[src/rtl/param_ser_pkg.sv]
// Shared types and helpers for the parametrised serializer.
// Optional feature macro (used in the shifter): PARAM_SER_PARITY_EN.
// Word storage is sized for the widest supported word (MaxDataW). Narrower
// instances zero-extend into it.
package param_ser_pkg;

  localparam int unsigned MaxDataW = 128;
  localparam int unsigned LenW     = 8;

  typedef logic [LenW-1:0]     len_t;
  typedef logic [MaxDataW-1:0] data_t;

  // A word as handed from the buffer logic to the shifter.
  typedef struct packed {
    data_t data;
    len_t  len;
  } word_t;

  // Shifter state.
  typedef enum logic [0:0] {
    StIdle  = 1'b0,
    StShift = 1'b1
  } shift_state_e;

  // A length field of zero stands for a full-width word.
  function automatic len_t mod_to_len(input len_t mod, input len_t data_w);
    return (mod == '0) ? data_w : mod;
  endfunction

endpackage

[src/rtl/param_ser_shifter.sv]
// Output shift stage: holds the word being emitted, counts the remaining bits
// and drives the registered serial outputs.
// Macro PARAM_SER_PARITY_EN appends an even-parity bit after each word.
module param_ser_shifter
  import param_ser_pkg::*;
#(
  parameter int unsigned DATA_W    = 16,
  parameter int unsigned MSB_FIRST = 1
) (
  input  logic  clk_i,
  input  logic  srst_i,
  input  logic  load_i,
  input  word_t word_i,
  output logic  take_o,
  output logic  ser_data_o,
  output logic  ser_data_val_o,
  output logic  ser_last_o
);

`ifdef PARAM_SER_PARITY_EN
  localparam bit ParityEn = 1'b1;
`else
  localparam bit ParityEn = 1'b0;
`endif

  shift_state_e      r_state;
  logic [DATA_W-1:0] r_sreg;   // bits still to emit, next one at the exit end
  len_t              r_rem;    // data bits left after the one on the output
  logic              r_ser;
  logic              r_last;

  len_t              w_pad;
  logic [DATA_W-1:0] w_aligned;
  logic              w_load_first;
  logic [DATA_W-1:0] w_load_rest;
  logic              w_shift_bit;
  logic [DATA_W-1:0] w_shift_rest;
  logic              w_par_bit;

  // Align a fresh word so its first bit sits at the exit end of the register;
  // bits above len fall off the top (MSB-first) or are never reached.
  always_comb begin
    w_pad = len_t'(DATA_W) - word_i.len;
    if (MSB_FIRST != 0) begin
      w_aligned    = DATA_W'(word_i.data << w_pad);
      w_load_first = w_aligned[DATA_W-1];
      w_load_rest  = w_aligned << 1;
      w_shift_bit  = r_sreg[DATA_W-1];
      w_shift_rest = r_sreg << 1;
    end else begin
      w_aligned    = DATA_W'(word_i.data);
      w_load_first = w_aligned[0];
      w_load_rest  = w_aligned >> 1;
      w_shift_bit  = r_sreg[0];
      w_shift_rest = r_sreg >> 1;
    end
  end

`ifdef PARAM_SER_PARITY_EN
  logic r_par;
  logic w_load_par;

  // Even parity over the len data bits of the word being loaded.
  always_comb begin
    w_load_par = 1'b0;
    for (int i = 0; i < DATA_W; i++) begin
      if (len_t'(i) < word_i.len) w_load_par = w_load_par ^ word_i.data[i];
    end
  end

  // Parity is latched with the word and emitted after its last data bit.
  always_ff @(posedge clk_i) begin
    if (srst_i) begin
      r_par <= 1'b0;
    end else if (load_i) begin
      r_par <= w_load_par;
    end
  end

  assign w_par_bit = r_par;
`else
  assign w_par_bit = 1'b0;
`endif

  // Load, shift, or retire; a load on the last-bit cycle continues seamlessly.
  always_ff @(posedge clk_i) begin
    if (srst_i) begin
      r_state <= StIdle;
      r_sreg  <= '0;
      r_rem   <= '0;
      r_ser   <= 1'b0;
      r_last  <= 1'b0;
    end else if (load_i) begin
      r_state <= StShift;
      r_sreg  <= w_load_rest;
      r_rem   <= word_i.len - len_t'(1);
      r_ser   <= w_load_first;
      r_last  <= (word_i.len == len_t'(1)) && !ParityEn;
    end else if (r_state == StShift) begin
      if (r_last) begin
        r_state <= StIdle;
        r_ser   <= 1'b0;
        r_last  <= 1'b0;
      end else if (r_rem != '0) begin
        r_sreg  <= w_shift_rest;
        r_ser   <= w_shift_bit;
        r_rem   <= r_rem - len_t'(1);
        r_last  <= (r_rem == len_t'(1)) && !ParityEn;
      end else begin
        // Only reachable with parity enabled: data done, parity bit next.
        r_ser   <= w_par_bit;
        r_last  <= 1'b1;
      end
    end
  end

  assign take_o         = (r_state == StIdle) || r_last;
  assign ser_data_o     = r_ser;
  assign ser_data_val_o = (r_state == StShift);
  assign ser_last_o     = r_last;

endmodule

[src/rtl/param_serializer.sv]
// Double-buffered parallel-to-serial converter: accept/reject decision,
// one-word holding buffer and the busy/drop flags around the shift stage.
// Macro PARAM_SER_PARITY_EN (handled in the shifter) adds a parity bit per word.
module param_serializer
  import param_ser_pkg::*;
#(
  parameter int unsigned DATA_W    = 16,
  parameter int unsigned MOD_W     = $clog2(DATA_W),
  parameter int unsigned MIN_LEN   = 3,
  parameter int unsigned MSB_FIRST = 1
) (
  input  logic              clk_i,
  input  logic              srst_i,
  input  logic [DATA_W-1:0] data_i,
  input  logic [MOD_W-1:0]  data_mod_i,
  input  logic              data_val_i,
  output logic              ser_data_o,
  output logic              ser_data_val_o,
  output logic              ser_last_o,
  output logic              busy_o,
  output logic              drop_o
);

  word_t r_hold;
  logic  r_busy;   // hold register occupied
  logic  r_drop;

  len_t  w_len;
  logic  w_legal;
  logic  w_accept;
  logic  w_drop;
  logic  w_take;
  logic  w_load;
  logic  w_to_hold;
  word_t w_in_word;
  word_t w_load_word;

  // Classify the presented word and decide where an accepted one goes.
  always_comb begin
    w_len            = mod_to_len(len_t'(data_mod_i), len_t'(DATA_W));
    w_legal          = (w_len >= len_t'(MIN_LEN));
    w_accept         = data_val_i && !r_busy && w_legal;
    w_drop           = data_val_i && (r_busy || !w_legal);
    w_in_word.data   = data_t'(data_i);
    w_in_word.len    = w_len;
    // A full hold always has priority; it only fills while the shifter is busy.
    w_load           = w_take && (r_busy || w_accept);
    w_load_word      = r_busy ? r_hold : w_in_word;
    w_to_hold        = w_accept && !w_take;
  end

  // Hold register and the busy/drop flags.
  always_ff @(posedge clk_i) begin
    if (srst_i) begin
      r_hold <= '0;
      r_busy <= 1'b0;
      r_drop <= 1'b0;
    end else begin
      r_drop <= w_drop;
      if (w_to_hold) begin
        r_hold <= w_in_word;
        r_busy <= 1'b1;
      end else if (w_take && r_busy) begin
        r_busy <= 1'b0;
      end
    end
  end

  param_ser_shifter #(
    .DATA_W    (DATA_W),
    .MSB_FIRST (MSB_FIRST)
  ) u_shifter (
    .clk_i          (clk_i),
    .srst_i         (srst_i),
    .load_i         (w_load),
    .word_i         (w_load_word),
    .take_o         (w_take),
    .ser_data_o     (ser_data_o),
    .ser_data_val_o (ser_data_val_o),
    .ser_last_o     (ser_last_o)
  );

  assign busy_o = r_busy;
  assign drop_o = r_drop;

endmodule

[config.mk]
export PLATFORM = sky130hd
export DESIGN_NAME = param_serializer
export DESIGN_NICKNAME = d
export VERILOG_FILES = /design/src/rtl/param_ser_pkg.sv /design/src/rtl/param_ser_shifter.sv /design/src/rtl/param_serializer.sv
export SDC_FILE = /design/constraint.sdc
export NUM_CORES = 1
export LEC_CHECK = 0
export ABC_AREA = 1
export BUFFER_PORTS_ARGS = -buffer_cell sky130_fd_sc_hd__buf_2
export CAP_MARGIN = 15
export CORE_MARGIN = 2
export CORE_UTILIZATION = 60
export CTS_CLUSTER_SIZE = 28
export DETAILED_ROUTE_END_ITERATION = 8
export GPL_TIMING_DRIVEN = 1
export PLACE_DENSITY = 0.8
export SLEW_MARGIN = 20
export SYNTH_ARGS = -nofsm -noshare
export SYNTH_HDL_FRONTEND = slang
export SYNTH_SLANG_ARGS = --single-unit
[constraint.sdc]
create_clock -name clk_i -period 2.55 [get_ports clk_i]
set_input_delay 0.3825 -clock clk_i [delete_from_list [all_inputs] [get_ports clk_i]]
set_output_delay 0.3825 -clock clk_i [all_outputs]
set_load 0.005 [all_outputs]
==> results.json <==
{
  "outcome": "completed",
  "synth_top_family_by_area": "simple AND/OR/NAND/NOR gates",
  "io_buffers": 27,
  "ant_nets": 0,
  "tightest_slew_ns": 0.773,
  "peakVddDrop_v": 0.000331,
  "crit-reg2reg-launch": "busy_o$_SDFFE_PP0P_",
  "gp_congestion": 0.962,
  "p_leak_nw": 1.53,
  "nets": 530,
  "path_buf_inv": 1,
  "yosys.area_share.simple": 0.326,
  "pin_count": 28,
  "synth-seq-cells": 49,
  "fmax_mhz": 436,
  "cp-endpoint": "u_shifter.r_sreg[15]$_SDFFE_PP0P_",
  "n_antenna_cell": 0,
  "cp.required_ns": 2.79,
  "hpwlAfterDp_mm": 5.88,
  "yosysMostFrequentCell": "nand2_1",
  "syn2layout_area_growth_pct": 8.85,
  "rows": 26,
  "finalPower_mw": 2.49,
  "grt_max_degree": 37,
  "cpMostUsedCell": "nand2_1",
  "cts_root_buffer": "clkbuf_8",
  "worst-path-stages": 14,
  "syn_inst": 482,
  "wirelength_mm": 8.21,
  "yosysTopAreaCell": "dfxtp_1",
  "arrival_ns": 2.53,
  "grt-ovfl-total": 0,
  "die-area_mm2": 0.00605,
  "worst_path_largest_cell_delay_ns": 0.44,
  "setup_viol": 0,
  "critPathCaptureType": "flop",
  "drt-vias-per-instance": 5.91,
  "yosysUniqueCellTypes": 50,
  "slowest_stage": "dfxtp_2",
  "synthAdderAreaFrac": 0.0192,
  "synth_ff_type": "dfxtp_1",
  "yosysTopAreaCellShare": 0.300,
  "die_w_um": 77.8,
  "cts_tree": "yes",
  "path_max_fanout": 28,
  "synth_warnings": 0,
  "core_mm2": 0.00517,
  "worstHoldPathType": "primary input to flop",
  "skew_ns": 0.00903,
  "die_h_um": 77.8,
  "rrSetupSlack_ns": 0.26,
  "yosysSeqAreaShare": 0.300,
  "synth.net_count": 510,
  "grt_usage": 0.286,
  "postCtsSetupRepairBufs": 0,
  "ys_top_cells_by_count": "93 x nand2_1, 60 x nand3_1, 50 x o21ai_0",
  "antenna_found_initial": 0,
  "ys_top_cells_by_area": "dfxtp_1 30%, nand2_1 11%, nand3_1 9.2%",
  "reg2reg_depth": 14,
  "synth-compound-area-share": 0.228,
  "start_util": 0.631,
  "crit_start": "busy_o$_SDFFE_PP0P_",
  "setup_tns_ns": 0,
  "period_minus_slack_ns": 2.29,
  "grt_pass1_vias": 3161,
  "max-cap-violations": 0,
  "maxSlewViolCount": 0,
  "synth.avg_cell_area_um2": 6.78,
  "fillCellCount": 458,
  "grt_pass1_wl_mm": 14.1,
  "clkTransAtPathRegs_ns": 0.10,
  "clock_path_buffers": 2,
  "async_flop_share": 0,
  "rsz0062_at_grt": "false",
  "power.density_mw_per_mm2": 701,
  "cts.sinks": 49,
  "drt_pass1_iterations": 5,
  "path_class": "flop to flop",
  "synth-xor-area-share": 0.0157,
  "dr_total_vias": 3386,
  "synthMuxAreaShare": 0.00307,
  "drc": 0,
  "clk_latency_ns": 0.31,
  "cts_buffers": 5,
  "synth_edf_count": 0,
  "hold_violations": 0,
  "crit_path_start_kind": "flop",
  "drive_gt1_frac": 0.187,
  "relSlewSlack": 0.484,
  "avgRoutedWirePerCell_um": 14.3,
  "r2r_end": "u_shifter.r_sreg[15]$_SDFFE_PP0P_",
  "syn-cell-area_mm2": 0.00327,
  "critPathTopFamily": "simple AND/OR/NAND/NOR gates",
  "drt-initial-drc-count": 325,
  "htreeDepth": 2,
  "crit_chain": "buf_4 -> nand2_1 -> nand2_4 -> ha_1 -> nand2_1 -> nor2_2 -> nand2_4 -> nand2_8 -> nand3_1 -> nand3_2 -> nand3_1 -> nand2_1 -> nand2_1 -> a31oi_1",
  "finalCritPeriodShare": 0.899
}
==> flip-flops by register name, summed over array words and instances, names as in the netlist <==
signal,count
r_hold,21
u_shifter.r_sreg,15
u_shifter.r_rem,8
busy_o,1
drop_o,1
u_shifter.ser_data_o,1
u_shifter.ser_data_val_o,1
u_shifter.ser_last_o,1
==> repair_timing <==
item	CTS	global route
hold buffers	0	0
hold endpoints to repair	0	0
setup endpoints to repair	0	12
resized for setup	0	1
==> cell type report <==
class / count / area [um2] / share of cell area
clock inverters: 3 / 65.1 / 0.0183
flip-flops and latches: 49 / 982 / 0.276
inverters: 48 / 183 / 0.0514
repair buffers: 40 / 233 / 0.0655
clock buffers: 5 / 68.8 / 0.0194
multi-input cells: 358 / 1940 / 0.545
well taps: 70 / 87.6 / 0.0246
==> kinds of logic after synthesis <==
family / count (synthesis)
muxes: 1
buffers and inverters: 75
DFF: 49
xor gates and xnor gates: 5
AOI/OAI and AO/OA: 134
adders and majority gates: 5
and+or+nand+nor: 213
==> how the worst min path moves through the flow <==
stage	from	end	slack (ns)	depth (start not counted)
after CTS	data_i[13]	r_hold[21]$_SDFFE_PP0P_	0.35	3
after global placement	r_hold[20]$_SDFFE_PP0P_	r_hold[20]$_SDFFE_PP0P_	0.43	2
after global routing	data_i[11]	r_hold[19]$_SDFFE_PP0P_	0.37	3
after detailed placement	r_hold[12]$_SDFFE_PP0P_	r_hold[12]$_SDFFE_PP0P_	0.45	2
after floorplan	r_hold[10]$_SDFFE_PP0P_	r_hold[10]$_SDFFE_PP0P_	0.42	2
final	data_i[13]	r_hold[21]$_SDFFE_PP0P_	0.35	3
==> worst register-to-register path: cells and delay by family, from the launching register on <==
kind | cells | cell delay [ns]
buf+inv | 1 | 0.18
flops | 1 | 0.44
simple gates | 11 | 1.29
compound gates | 1 | 0.15
fa+ha+maj | 1 | 0.16
==> report_power, final <==
part	leakage (nW)	internal (mW)	switching, mW
Sequential	0.401	0.863	0.0632
Combinational	1.06	0.313	0.590
Clock	0.0681	0.390	0.271
Total	1.53	1.57	0.924
==> cells in the final DEF, fill, tap and decap left out, types with 2 or more instances in the layout <==
cell	count
nor3_1	5
a21oi_1	46
nand2_1	93
xor2_1	4
o21ai_1	14
buf_4	13
nand2_2	6
o21ai_0	50
a31oi_1	6
inv_1	39
buf_2	27
inv_2	7
a22oi_1	2
o21ai_2	3
nand2_4	4
nor2_1	17
nand3_2	8
ha_1	5
dfxtp_1	48
nand3_1	60
bufinv_16	2
nor2_2	7
clkbuf_8	5
nand4_1	6
==> stage by stage <==
step | area [um2] | setup slack [ns] | util | hold slack, ns | cells
final | 3550 | 0.257 | 0.687 | 0.347 | 573
after global routing | 3550 | 0.0415 | 0.687 | 0.366 | 573
after CTS | 3550 | 0.152 | 0.687 | 0.346 | 573
after detailed placement | 3420 | 0.200 | 0.661 | 0.447 | 565
after global placement | 3420 | 0.257 | 0.661 | 0.435 | 565
after floorplan | 3270 | 0.160 | - | 0.425 | 482
==> routing by layer <==
layer | wire length, um | up-vias | GRT usage
met5 | 0 | - | 0
met4 | 120 | 0 | 0.0964
met3 | 551 | 14 | 0.0419
met2 | 3980 | 127 | 0.482
met1 | 3550 | 1573 | 0.372
li1 | - | 1672 | -
(Power assumes the default switching activity.)
